File: src/rtl/router_dest_reader_if.sv
// FIFO-read and destination-stream signal bundle for one router output port.
// master = drain engine side, slave = FIFO/destination side.
interface router_dest_reader_if;
    logic       vld_out;
    logic [7:0] data_out;
    logic       read_enb;
    logic       sink_ready;
    logic [7:0] out_data;
    logic       out_valid;
    logic       out_sop;
    logic       out_eop;

    modport master (
        input  vld_out, data_out, sink_ready,
        output read_enb, out_data, out_valid, out_sop, out_eop
    );

    modport slave (
        output vld_out, data_out, sink_ready,
        input  read_enb, out_data, out_valid, out_sop, out_eop
    );
endinterface

File: src/rtl/router_dest_reader.sv
// Destination-side drain engine: reads header/payload/parity from the port FIFO and streams payload.
// Optional macro ROUTER_PARITY_CHK_EN enables the parity accumulator and parity_err reporting.
module router_dest_reader #(
    parameter int unsigned START_DELAY   = 2,
    parameter int unsigned ABORT_TIMEOUT = 31
) (
    input  logic                        clock,
    input  logic                        reset,
    router_dest_reader_if.master        rif,
    output logic [1:0]                  pkt_addr,
    output logic [5:0]                  pkt_len,
    output logic                        pkt_done,
    output logic                        parity_err,
    output logic                        pkt_abort,
    output logic                        busy
);
    localparam int unsigned DW = 8;
    localparam int unsigned LW = 6;
    localparam int unsigned CW = 5;
    localparam logic [CW-1:0] START_CNT  = CW'(START_DELAY);
    localparam logic [CW-1:0] ABORT_LAST = CW'(ABORT_TIMEOUT - 1);

    typedef enum logic [1:0] {IDLE, HEADER, PAYLOAD, PARITY} state_t;

    state_t        state, state_next;
    logic [CW-1:0] wait_cnt;
    logic [CW-1:0] to_cnt;
    logic [LW-1:0] issued;
    logic [LW-1:0] rx_cnt;
    logic          rd_inflight;
    logic [DW-1:0] out_data_q;
    logic          out_valid_q, out_sop_q, out_eop_q;

    logic          read_enb_c;
    logic          capture_c;
    logic          to_count_c;
    logic          abort_c;
    logic [LW-1:0] hdr_len_c;

    assign hdr_len_c = rif.data_out[7:2];

    // The read strobe must track vld_out in the same cycle, so it is decoded, not registered.
    assign rif.read_enb  = read_enb_c & ~reset;
    assign rif.out_data  = out_data_q;
    assign rif.out_valid = out_valid_q;
    assign rif.out_sop   = out_sop_q;
    assign rif.out_eop   = out_eop_q;

    always_ff @(posedge clock) begin
        if (reset) state <= IDLE;
        else       state <= state_next;
    end

    // Next state, read issue, capture and timeout decode.
    always_comb begin
        state_next = state;
        read_enb_c = 1'b0;
        capture_c  = 1'b0;
        to_count_c = 1'b0;
        abort_c    = 1'b0;
        case (state)
            IDLE: begin
                // pkt_done/pkt_abort high marks the mandatory one-cycle gap before a new header.
                if (rif.vld_out && !pkt_done && !pkt_abort && (wait_cnt == START_CNT)) begin
                    read_enb_c = 1'b1;
                    state_next = HEADER;
                end
            end
            HEADER: begin
                capture_c = rd_inflight;
                if (rd_inflight)
                    state_next = (hdr_len_c == '0) ? PARITY : PAYLOAD;
            end
            PAYLOAD: begin
                read_enb_c = rif.vld_out && rif.sink_ready && !rd_inflight && (issued < pkt_len);
                capture_c  = rd_inflight;
                if (rd_inflight && (rx_cnt == pkt_len - LW'(1)))
                    state_next = PARITY;
            end
            PARITY: begin
                read_enb_c = rif.vld_out && !rd_inflight;
                capture_c  = rd_inflight;
                if (rd_inflight)
                    state_next = IDLE;
            end
            default: state_next = IDLE;
        endcase
        if (state != IDLE) begin
            to_count_c = !rif.vld_out && !rd_inflight;
            if (to_count_c && (to_cnt == ABORT_LAST)) begin
                abort_c    = 1'b1;
                state_next = IDLE;
            end
        end
    end

    // Counters, read tracking and registered outputs.
    always_ff @(posedge clock) begin
        if (reset) begin
            wait_cnt    <= '0;
            to_cnt      <= '0;
            issued      <= '0;
            rx_cnt      <= '0;
            rd_inflight <= 1'b0;
            out_data_q  <= '0;
            out_valid_q <= 1'b0;
            out_sop_q   <= 1'b0;
            out_eop_q   <= 1'b0;
            pkt_addr    <= '0;
            pkt_len     <= '0;
            pkt_done    <= 1'b0;
            pkt_abort   <= 1'b0;
            busy        <= 1'b0;
        end else begin
            out_valid_q <= 1'b0;
            out_sop_q   <= 1'b0;
            out_eop_q   <= 1'b0;
            pkt_done    <= 1'b0;
            pkt_abort   <= abort_c;
            busy        <= (state_next != IDLE);
            rd_inflight <= read_enb_c;

            if ((state != IDLE) || !rif.vld_out || pkt_done || pkt_abort || read_enb_c)
                wait_cnt <= '0;
            else if (wait_cnt != START_CNT)
                wait_cnt <= wait_cnt + CW'(1);

            if ((state == IDLE) || capture_c || abort_c || !to_count_c)
                to_cnt <= '0;
            else
                to_cnt <= to_cnt + CW'(1);

            if (state != PAYLOAD)
                issued <= '0;
            else if (read_enb_c)
                issued <= issued + LW'(1);

            if (capture_c) begin
                case (state)
                    HEADER: begin
                        pkt_len  <= hdr_len_c;
                        pkt_addr <= rif.data_out[1:0];
                        rx_cnt   <= '0;
                    end
                    PAYLOAD: begin
                        out_data_q  <= rif.data_out;
                        out_valid_q <= 1'b1;
                        out_sop_q   <= (rx_cnt == '0);
                        out_eop_q   <= (rx_cnt == pkt_len - LW'(1));
                        rx_cnt      <= rx_cnt + LW'(1);
                    end
                    PARITY:  pkt_done <= 1'b1;
                    default: ;
                endcase
            end
        end
    end

`ifdef ROUTER_PARITY_CHK_EN
    logic [DW-1:0] acc;

    // Running XOR of header and payload, compared against the trailing parity byte.
    always_ff @(posedge clock) begin
        if (reset) begin
            acc        <= '0;
            parity_err <= 1'b0;
        end else begin
            parity_err <= 1'b0;
            if (capture_c) begin
                case (state)
                    HEADER:  acc        <= rif.data_out;
                    PAYLOAD: acc        <= acc ^ rif.data_out;
                    PARITY:  parity_err <= (acc != rif.data_out);
                    default: ;
                endcase
            end
        end
    end
`else
    assign parity_err = 1'b0;
`endif

endmodule

File: src/flat_wrapper.sv
// flat-port wrapper written by rule: the top's interface ports become plain ports
module router_dest_reader_flat 
#(
    parameter int unsigned START_DELAY   = 2,
    parameter int unsigned ABORT_TIMEOUT = 31
)
  (clock, reset, pkt_addr, pkt_len, pkt_done, parity_err, pkt_abort, busy, rif_vld_out, rif_data_out, rif_sink_ready, rif_read_enb, rif_out_data, rif_out_valid, rif_out_sop, rif_out_eop);
  router_dest_reader_if rif_i ();
  input  logic clock;
  input  logic reset;
  output logic [1:0] pkt_addr;
  output logic [5:0] pkt_len;
  output logic pkt_done;
  output logic parity_err;
  output logic pkt_abort;
  output logic busy;
  input wire logic [$bits(rif_i.vld_out)-1:0] rif_vld_out;
  input wire logic [$bits(rif_i.data_out)-1:0] rif_data_out;
  input wire logic [$bits(rif_i.sink_ready)-1:0] rif_sink_ready;
  output wire logic [$bits(rif_i.read_enb)-1:0] rif_read_enb;
  output wire logic [$bits(rif_i.out_data)-1:0] rif_out_data;
  output wire logic [$bits(rif_i.out_valid)-1:0] rif_out_valid;
  output wire logic [$bits(rif_i.out_sop)-1:0] rif_out_sop;
  output wire logic [$bits(rif_i.out_eop)-1:0] rif_out_eop;
  assign rif_i.vld_out = rif_vld_out;
  assign rif_i.data_out = rif_data_out;
  assign rif_i.sink_ready = rif_sink_ready;
  assign rif_read_enb = rif_i.read_enb;
  assign rif_out_data = rif_i.out_data;
  assign rif_out_valid = rif_i.out_valid;
  assign rif_out_sop = rif_i.out_sop;
  assign rif_out_eop = rif_i.out_eop;
  router_dest_reader #(.START_DELAY(START_DELAY), .ABORT_TIMEOUT(ABORT_TIMEOUT)) u_core (.clock(clock), .reset(reset), .rif(rif_i), .pkt_addr(pkt_addr), .pkt_len(pkt_len), .pkt_done(pkt_done), .parity_err(parity_err), .pkt_abort(pkt_abort), .busy(busy));
endmodule
File: config.mk
export PLATFORM = sky130hd
export DESIGN_NAME = router_dest_reader_flat
export DESIGN_NICKNAME = d
export VERILOG_FILES = /design/src/rtl/router_dest_reader_if.sv /design/src/rtl/router_dest_reader.sv /design/src/flat_wrapper.sv
export SDC_FILE = /design/constraint.sdc
export NUM_CORES = 1
export LEC_CHECK = 0
export BUFFER_PORTS_ARGS = -buffer_cell sky130_fd_sc_hd__buf_2
export CAP_MARGIN = 20
export CELL_PAD_IN_SITES_DETAIL_PLACEMENT = 1
export CELL_PAD_IN_SITES_GLOBAL_PLACEMENT = 2
export CORE_AREA = 2 2 88 90
export DETAILED_ROUTE_END_ITERATION = 12
export DIE_AREA = 0 0 90 92
export PLACE_DENSITY_LB_ADDON = 0.1
export SYNTH_ARGS = -nofsm -noshare
export SYNTH_HDL_FRONTEND = slang
export SYNTH_SLANG_ARGS = --single-unit
File: constraint.sdc
create_clock -name clock -period 2.6 [get_ports clock]
set_clock_uncertainty 0.15 [all_clocks]
set_input_delay 0.26 -clock clock [delete_from_list [all_inputs] [get_ports clock]]
set_output_delay 0.26 -clock clock [all_outputs]
set_load 0.03 [all_outputs]
==> results.cfg, run 1 <==
[hold_path]
min-delay-path-class = in2reg
hold_path_depth = 2
hold_end = u_core.pkt_abort
hp-start = rif_vld_out

[timing]
maxSlewHeadroom_pct = 64.9
period_share_pct = 93.9
slew_viol_final = 0
setup_violations = 0
tightest_slew_ps = 525
finalHoldViolations = 0
setup_tns_ps = 0
period_needed_ps = 2440
max_freq_mhz = 409
grt_setup_unrepaired = no

[placement]
globalplace.congestion = 0.753
dp_hpwl_mm = 4.71
dpl_cell_area_um2 = 2660
port-buffer-count = 34

[floorplan]
core-area_um2 = 7450
io_pins = 36
start_util_pct = 31.6
die_h_um = 92
die_x_um = 90
fp-row-count = 32
die-area_um2 = 8280

[cts]
clock_path_buffers = 2
root_buffer = clkbuf_8
cts-htree-levels = 2
cts_tree = built
path_clk_slew_ps = 90
cts_made_buffers = 5
cts.sinks = 47
clk_latency_ps = 300
cts_hold_buffers = 0

[power]
powerDensity_nw_per_um2 = 459
p_clk_share_pct = 38.9
p_seq_share_pct = 56.8
swShare_pct = 22.7
max-vdd-ir-drop_mv = 0.191
p_sw_uw = 290
power.internal_uw = 986
p_comb_share_pct = 4.3
power.leakage_uw = 0.00111

[logic_synthesis]
synth_area_um2 = 2350
yosysSeqAreaShare_pct = 40.0
synth_edf_count = 0
ys_ff_latch = 47
synthesis.nets = 310
async_flop_share_pct = 0
avgSynthCellArea_um2 = 8.38
ys_types = 43
syn_inst = 281
synthFlopType = dfxtp_1
yosysWarnings = 0

[worst_setup_path]
ff2ff_path_depth = 8
cp_data_required_time_ps = 2190
path_class = reg2out
cp-end-kind = output pin
worstReg2RegEnd = u_core.issued[4]
crit_fanout = 4
startpoint_type = flip-flop
worst-r2r-setup-slack_ps = 400
arrival_ps = 2030
regToRegStartpoint = u_core.pkt_len[4]

[cells_and_area]
layout-drive-gt1-share_pct = 17.8
area_delta_synth_final_pct = 18.1
fin_nets = 349
diodes = 0
fill_cells = 921
final_area_um2 = 2780

[routing]
drt_wl_total_mm = 6.22
firstDrtPassIters = 4
wire_per_inst_um = 14.7
drt_iter0_drc = 46
ant_nets = 0
num_vias = 2071
drcViolationCount = 0
via_per_inst = 4.90

[grt]
grt_pass1_wl_mm = 10.8
grt-ovfl-total = 0
antenna_found_initial = 0
track_usage_pct = 16.1
grt_pass1_vias = 2161
grt_max_degree = 26

[run]
drv_cap = 0

[status]
status = finished, final reports clean
## sequential cells by signal (all words and copies together) (netlist names)
register	cells
u_core.rif.out_data	8
u_core.issued	6
u_core.pkt_len	6
u_core.rx_cnt	6
u_core.to_cnt	5
u_core.wait_cnt	5
u_core.pkt_addr	2
u_core.state	2
u_core.busy	1
u_core.pkt_abort	1
u_core.pkt_done	1
u_core.rd_inflight	1
u_core.rif.out_eop	1
u_core.rif.out_sop	1
u_core.rif.out_valid	1
## placed cells by master, fill, tap and decap left out, drive strengths merged, types with 2 or more instances in the layout
cell and count:
o21ai 9, nor2b 5, nor4 2, mux2i 2, buf 44, ha 17, nand2b 4, o21bai 2
inv 13, a21oi 32, a2111o 2, nand4 6, or3 2, xor2 11, and3 5, clkbuf 8
nor4b 2, and2 2, nand2 28, nor2 24, xnor2 8, nor3 4, nand3 27, dfxtp 47
o2111ai 2
## cell families (layout without fill, tap and decap cells)
| group | Yosys count | in the layout | synth area share, % |
|---|---|---|---|
| compound gates | 55 | 55 | 13.7 |
| fa+ha+maj | 17 | 17 | 9.03 |
| mux | 2 | 2 | 0.850 |
| other cells | 1 | 1 | 0.159 |
| xor+xnor | 19 | 19 | 7.07 |
| simple gates | 115 | 115 | 24.8 |
| flops | 47 | 47 | 40.0 |
| buf+inv | 25 | 65 | 4.46 |
## through the flow
step | power, uW | utilization [%] | setup slack [ps] | hold slack, ps | instances
after detailed placement | 796 | 35.7 | 237 | 302 | 413
after CTS | 1300 | 37.0 | 29.2 | 38.6 | 421
final | 1280 | 37.3 | 158 | 45.9 | 423
after global placement | 796 | 35.7 | 238 | 293 | 413
after global routing | 1340 | 37.3 | 2.44 | 45.8 | 423
after floorplan | 774 | - | 141 | 187 | 281
## metal layers
metal	track usage, %	wire length, um
met1	20.7	3030
met2	26.9	2860
met3	4.44	267
met4	3.85	71
met5	0	0
## worst max-delay path, stage by stage, from the launching register on
cell	delay (ps)
dfxtp_1	420
inv_1	100
ha_1	310
o21ai_0	180
o211a_1	200
o21ai_1	140
a21oi_1	150
buf_2	220
## Yosys cell counts (4+ instances only)
cell type	n	share of area, %
a21oi_1	32	6.8
nand4_1	6	1.6
nor3_1	4	0.85
nor2_1	24	3.8
nand3_1	26	5.5
nor2b_1	5	1.3
dfxtp_1	47	40
o21ai_0	8	1.7
xnor2_1	8	3.0
nand2b_1	4	1.1
inv_1	13	2.1
nand2_1	28	4.5
clkbuf_1	9	1.4
and3_1	5	1.3
xor2_1	11	4.1
ha_1	17	9.0
## power groups by stage
stage	sequential, uW	clock [uW]	combinational, uW
global route	726	554	61.8
CTS	725	519	54.0
floorplan	742	0	32.2
global placement	742	0	54.1
finish	725	496	54.8
detailed placement	742	0	53.6
## worst max-delay path by stage
stage / startpoint / cells after the start / to / slack, ps
after CTS: u_core.wait_cnt[0] / 7 / rif_read_enb / 30
after global placement: u_core.state[0] / 7 / u_core.busy / 240
after floorplan: u_core.pkt_len[3] / 6 / rif_read_enb / 140
final: u_core.pkt_len[4] / 7 / rif_read_enb / 160
after detailed placement: u_core.state[0] / 7 / u_core.busy / 240
after global routing: u_core.wait_cnt[0] / 7 / rif_read_enb / 2
## area by class of cell
cell class	count	area, um^2	area share, %
multi-input cells	209	1320	47.3
well taps	102	128	4.59
repair buffers	44	245	8.82
inverters	13	48.8	1.76
clock buffers	8	100	3.60
flip-flops and latches	47	943	33.9
## timing repair
| item | in CTS | in global routing |
|---|---|---|
| setup buffers | 0 | 2 |
| resized for setup | 0 | 4 |
| setup endpoints to repair | 0 | 4 |
Note: power is estimated with default switching activity, not from simulation.
==> run 2: changes to the inputs <==
==> constraint.sdc (replaced) <==
create_clock -name clock -period 2.35 [get_ports clock]
set_clock_uncertainty 0.15 [all_clocks]
set_input_delay 0.235 -clock clock [delete_from_list [all_inputs] [get_ports clock]]
set_output_delay 0.235 -clock clock [all_outputs]
set_load 0.03 [all_outputs]
==> results.cfg, run 2 (synthesized netlist as in run 1, its figures left out) <==
[cells_and_area]
largest_reg_flops = 8
area_delta_synth_final_pct = 22.2
fill_cells = 938
final_cells = 431
post-route-util_pct = 38.6
layout_common_cells = dfxtp_1, buf_2, a21oi_1
multiInputGateArea_um2 = 1360
fin_nets = 357
seq_area_um2 = 946
layout-drive-gt1-share_pct = 22.2
final_common_cell = dfxtp_1
diodes = 0

[grt]
grt_pass1_vias = 2193
grt_max_degree = 20
antenna_found_initial = 0
grt-ovfl-total = 0
grt_pass1_wl_mm = 11.1
track_usage_pct = 16.8

[routing]
drt_iter0_drc = 49
wire_per_inst_um = 14.7
drcViolationCount = 0
firstDrtPassIters = 4
num_vias = 2083
drt_wl_total_mm = 6.35
ant_nets = 0
via_per_inst = 4.83

[placement]
globalplace.congestion = 0.738
port-buffer-count = 34
dp_hpwl_mm = 4.78
place_inst = 420

[worst_setup_path]
arrival_ps = 1870
cp-end-kind = output pin
cp_data_required_time_ps = 1970
startpoint_type = flip-flop
path_class = reg2out
crit_fanout = 2

[timing]
grt_setup_unrepaired = yes
setup_tns_ps = 0
finalHoldViolations = 0
period_needed_ps = 2250
max_freq_mhz = 444
period_share_pct = 95.9
slew_viol_final = 0
setup_violations = 0

[cts]
path_clk_slew_ps = 90
root_buffer = clkbuf_8
cts_made_buffers = 5
cts-htree-levels = 2
clk_latency_ps = 300
cts_tree = built
clock_path_buffers = 2
cts.sinks = 47

[power]
power.leakage_uw = 0.00115
max-vdd-ir-drop_mv = 0.145
powerDensity_nw_per_um2 = 470

[floorplan]
die-area_um2 = 8280
start_util_pct = 31.6
core-area_um2 = 7450
io_pins = 36
die_h_um = 92
die_x_um = 90
fp-row-count = 32

[hold_path]
min-delay-path-class = in2reg

[status]
status = finished, final reports clean

[run]
drv_cap = 0
-- run 2: cell count changes in the layout (fill, tap and decap cells not counted), sizes merged --
| cell | before | now |
|---|---|---|
| buf | 44 | 51 |
| clkbuf | 8 | 7 |
| clkinv | 0 | 1 |
| dlygate4sd3 | 0 | 1 |
-- run 2: area by class of cell --
| class | count | area share (%) |
|---|---|---|
| multi-input combinational | 209 | 47.2 |
| tap | 102 | 4.44 |
| inverter | 13 | 1.70 |
| timing repair buffer | 52 | 10.9 |
| sequential | 47 | 32.9 |
| clock inverter | 1 | 0.174 |
| clock buffer | 7 | 2.65 |
-- run 2: worst paths after layout --
path	from	end	slack, ps	cells past startpoint
max	u_core.pkt_len[5]	rif_read_enb	100	8
min	rif_data_out[1]	u_core.pkt_addr[1]	30	3
max reg2reg	u_core.pkt_len[5]	u_core.issued[3]	240	9
min reg2reg	u_core.rif.out_data[2]	u_core.rif.out_data[2]	310	2
-- run 2: through the flow --
step / cell area (um^2) / setup WS [ps] / power, uW / hold slack (ps)
final: 2880 / 96.7 / 1350 / 34.4
after global routing: 2880 / -51.3 / 1430 / 25.4
after floorplan: 2360 / 64.7 / 857 / 162
after detailed placement: 2710 / 146 / 885 / 295
after CTS: 2820 / 1.54 / 1390 / 18.4
after global placement: 2710 / 143 / 884 / 291
-- run 2: power by group --
part | switching, uW | leakage, uW | internal (uW) | total (uW)
combinational | 39.6 | 0.000723 | 26.1 | 65.7
clock | 275 | 0.0000422 | 210 | 485
sequential | 3.08 | 0.000381 | 799 | 802
total | 318 | 0.00115 | 1030 | 1350
-- run 2: what timing repair did --
item / 4_1_cts / 5_1_grt
cloned: 0 / 0
hold buffers: 1 / 0
setup buffers: 1 / 1
hold endpoints to repair: 1 / 0
resized for setup: 4 / 13
endpoints found under the setup margin: 1 / 5
pin swaps: 0 / 1
-- run 2: critical path: stages (launching register included) --
cell and delay [ps]:
dfxtp_1 340, inv_1 50, ha_1 200, nor4bb_2 270, o211a_1 210, o21ai_2 70, buf_4 160, a21oi_2 120
buf_6 140
-- run 2: routing by layer --
layer	track usage [%]	wire, um	vias up
met5	0	0	-
met3	3.78	250	7
met2	27.0	2830	42
met1	22.1	3180	973
li1	-	-	1061
met4	5.77	93	0
==> run 3: changes to the inputs <==
--- a/config.mk
+++ b/config.mk
@@ -5,13 +5,14 @@
 export SDC_FILE = /design/constraint.sdc
 export NUM_CORES = 1
 export LEC_CHECK = 0
-export BUFFER_PORTS_ARGS = -buffer_cell sky130_fd_sc_hd__buf_2
 export CAP_MARGIN = 20
 export CELL_PAD_IN_SITES_DETAIL_PLACEMENT = 1
 export CELL_PAD_IN_SITES_GLOBAL_PLACEMENT = 2
-export CORE_AREA = 2 2 88 90
+export CORE_AREA = 2 2 81 83
+export CTS_BUF_LIST = sky130_fd_sc_hd__clkbuf_8
 export DETAILED_ROUTE_END_ITERATION = 12
-export DIE_AREA = 0 0 90 92
+export DIE_AREA = 0 0 83 85
+export DONT_BUFFER_PORTS = 1
 export PLACE_DENSITY_LB_ADDON = 0.1
 export SYNTH_ARGS = -nofsm -noshare
 export SYNTH_HDL_FRONTEND = slang
==> results.cfg, run 3 (synthesized netlist as in run 1, its figures left out) <==
[cells_and_area]
layout-drive-gt1-share_pct = 11.2
final_common_cell = dfxtp_1
layout_common_cells = dfxtp_1, a21oi_1, nand2_1
largest_reg_flops = 8
multiInputGateArea_um2 = 1340
fin_nets = 332
diodes = 0
area_delta_synth_final_pct = 16.6
fill_cells = 762
seq_area_um2 = 943

[placement]
dp_hpwl_mm = 4.35
port-buffer-count = 0
globalplace.congestion = 0.742

[timing]
setup_violations = 0
period_share_pct = 98.0
finalHoldViolations = 0
fin_hold_ws_ps = 22.7
period_needed_ps = 2300
tightest_slew_ps = 819
slew_viol_final = 0
max_freq_mhz = 434
maxSlewHeadroom_pct = 45.2
grt_setup_unrepaired = yes

[floorplan]
core-area_um2 = 6200
die_h_um = 85
fp-row-count = 29
die_x_um = 83
io_pins = 36
start_util_pct = 38.0
die-area_um2 = 7060

[worst_setup_path]
startpoint_type = flip-flop
arrival_ps = 1920
path_class = reg2out
cp_data_required_time_ps = 1970
cp-end-kind = output pin
crit_fanout = 3

[routing]
num_vias = 2036
drt_iter0_drc = 37
firstDrtPassIters = 4
ant_nets = 0
wire_per_inst_um = 16.3
drcViolationCount = 0
drt_wl_total_mm = 6.23
via_per_inst = 5.34

[grt]
met3_usage_pct = 4.67
antenna_found_initial = 0
grt_max_degree = 21
grt-ovfl-total = 0
grt_pass1_vias = 2060
use_met2_pct = 31.1
gr-max-usage-layer = met2
met1_usage_pct = 23.7
grt_pass1_wl_mm = 10.5
track_usage_pct = 18.6

[cts]
cts_tree = built
clock_path_buffers = 2
root_buffer = clkbuf_8
path_clk_slew_ps = 90
clk_latency_ps = 300
cts-htree-levels = 2
cts_made_buffers = 5
cts.sinks = 47

[power]
power.leakage_uw = 0.00101
powerDensity_nw_per_um2 = 494
p_total_uw = 1350
max-vdd-ir-drop_mv = 0.237

[status]
status = finished, final reports clean

[run]
drv_cap = 0

[hold_path]
min-delay-path-class = in2reg
## run 3: cell count changes in the layout (fill, tap and decap cells not counted), sizes merged
cell	before	now
inv	13	14
dlygate4sd3	1	10
buf	51	17
clkinvlp	0	1
clkbuf	7	5
## run 3: report_power, final
group | internal, uW | total [uW] | switching (uW)
clock | 204 | 492 | 288
combinational | 27.3 | 59.5 | 32.2
sequential | 799 | 803 | 4.30
## run 3: path summary, 6_finish.rpt
kind                                        start          endpoint  slack [ps]  cells after the start
worst max-delay path            u_core.pkt_len[2]      rif_read_enb          50                      8
worst min-delay path                        reset  u_core.pkt_abort          20                      2
worst max register to register  u_core.pkt_len[2]  u_core.issued[3]         200                      9
worst min register to register   u_core.to_cnt[0]  u_core.to_cnt[0]         320                      1
## run 3: metal layers
layer / up-vias / share of wire (%) / routed length, um
met5: - / 0 / 0
met4: 0 / 1.1 / 69
met3: 6 / 4.7 / 294
met2: 35 / 46 / 2880
met1: 979 / 48 / 2990
li1: 1016 / - / -
## run 3: metrics by stage
step / cell area [um^2] / util [%] / instances / setup TNS, ps / setup slack [ps]
5_1_grt: 2750 / 44.2 / 381 / -101 / -101
4_1_cts: 2720 / 43.8 / 380 / 0 / 4.41
3_5_place_dp: 2500 / 40.4 / 360 / 0 / 136
3_3_place_gp: 2500 / 40.4 / 360 / 0 / 161
2_1_floorplan: 2360 / - / 281 / 0 / 64.7
6_report: 2750 / 44.2 / 381 / 0 / 46.5
## run 3: repair_timing
item,4_1_cts,5_1_grt
setup endpoints to repair,1,5
pin swaps,1,2
hold endpoints to repair,21,0
hold buffers,10,0
resized for setup,5,3
buffers inserted,2,1
## run 3: critical path, stage by stage, from the launching register on
cell      delay [ps]
dfxtp_1          340
inv_1             80
ha_1             220
a211oi_2         250
o211a_1          210
o21ai_2           80
buf_4            160
a21oi_2          130
buf_6            140
## run 3: final cells by class
cell class	instances	share of cell area, %
clock buffers	5	2.51
clock inverters	3	0.593
inverters	13	1.78
multi-input cells	209	48.8
flip-flops and latches	47	34.4
well taps	77	3.51
repair buffers	27	8.43
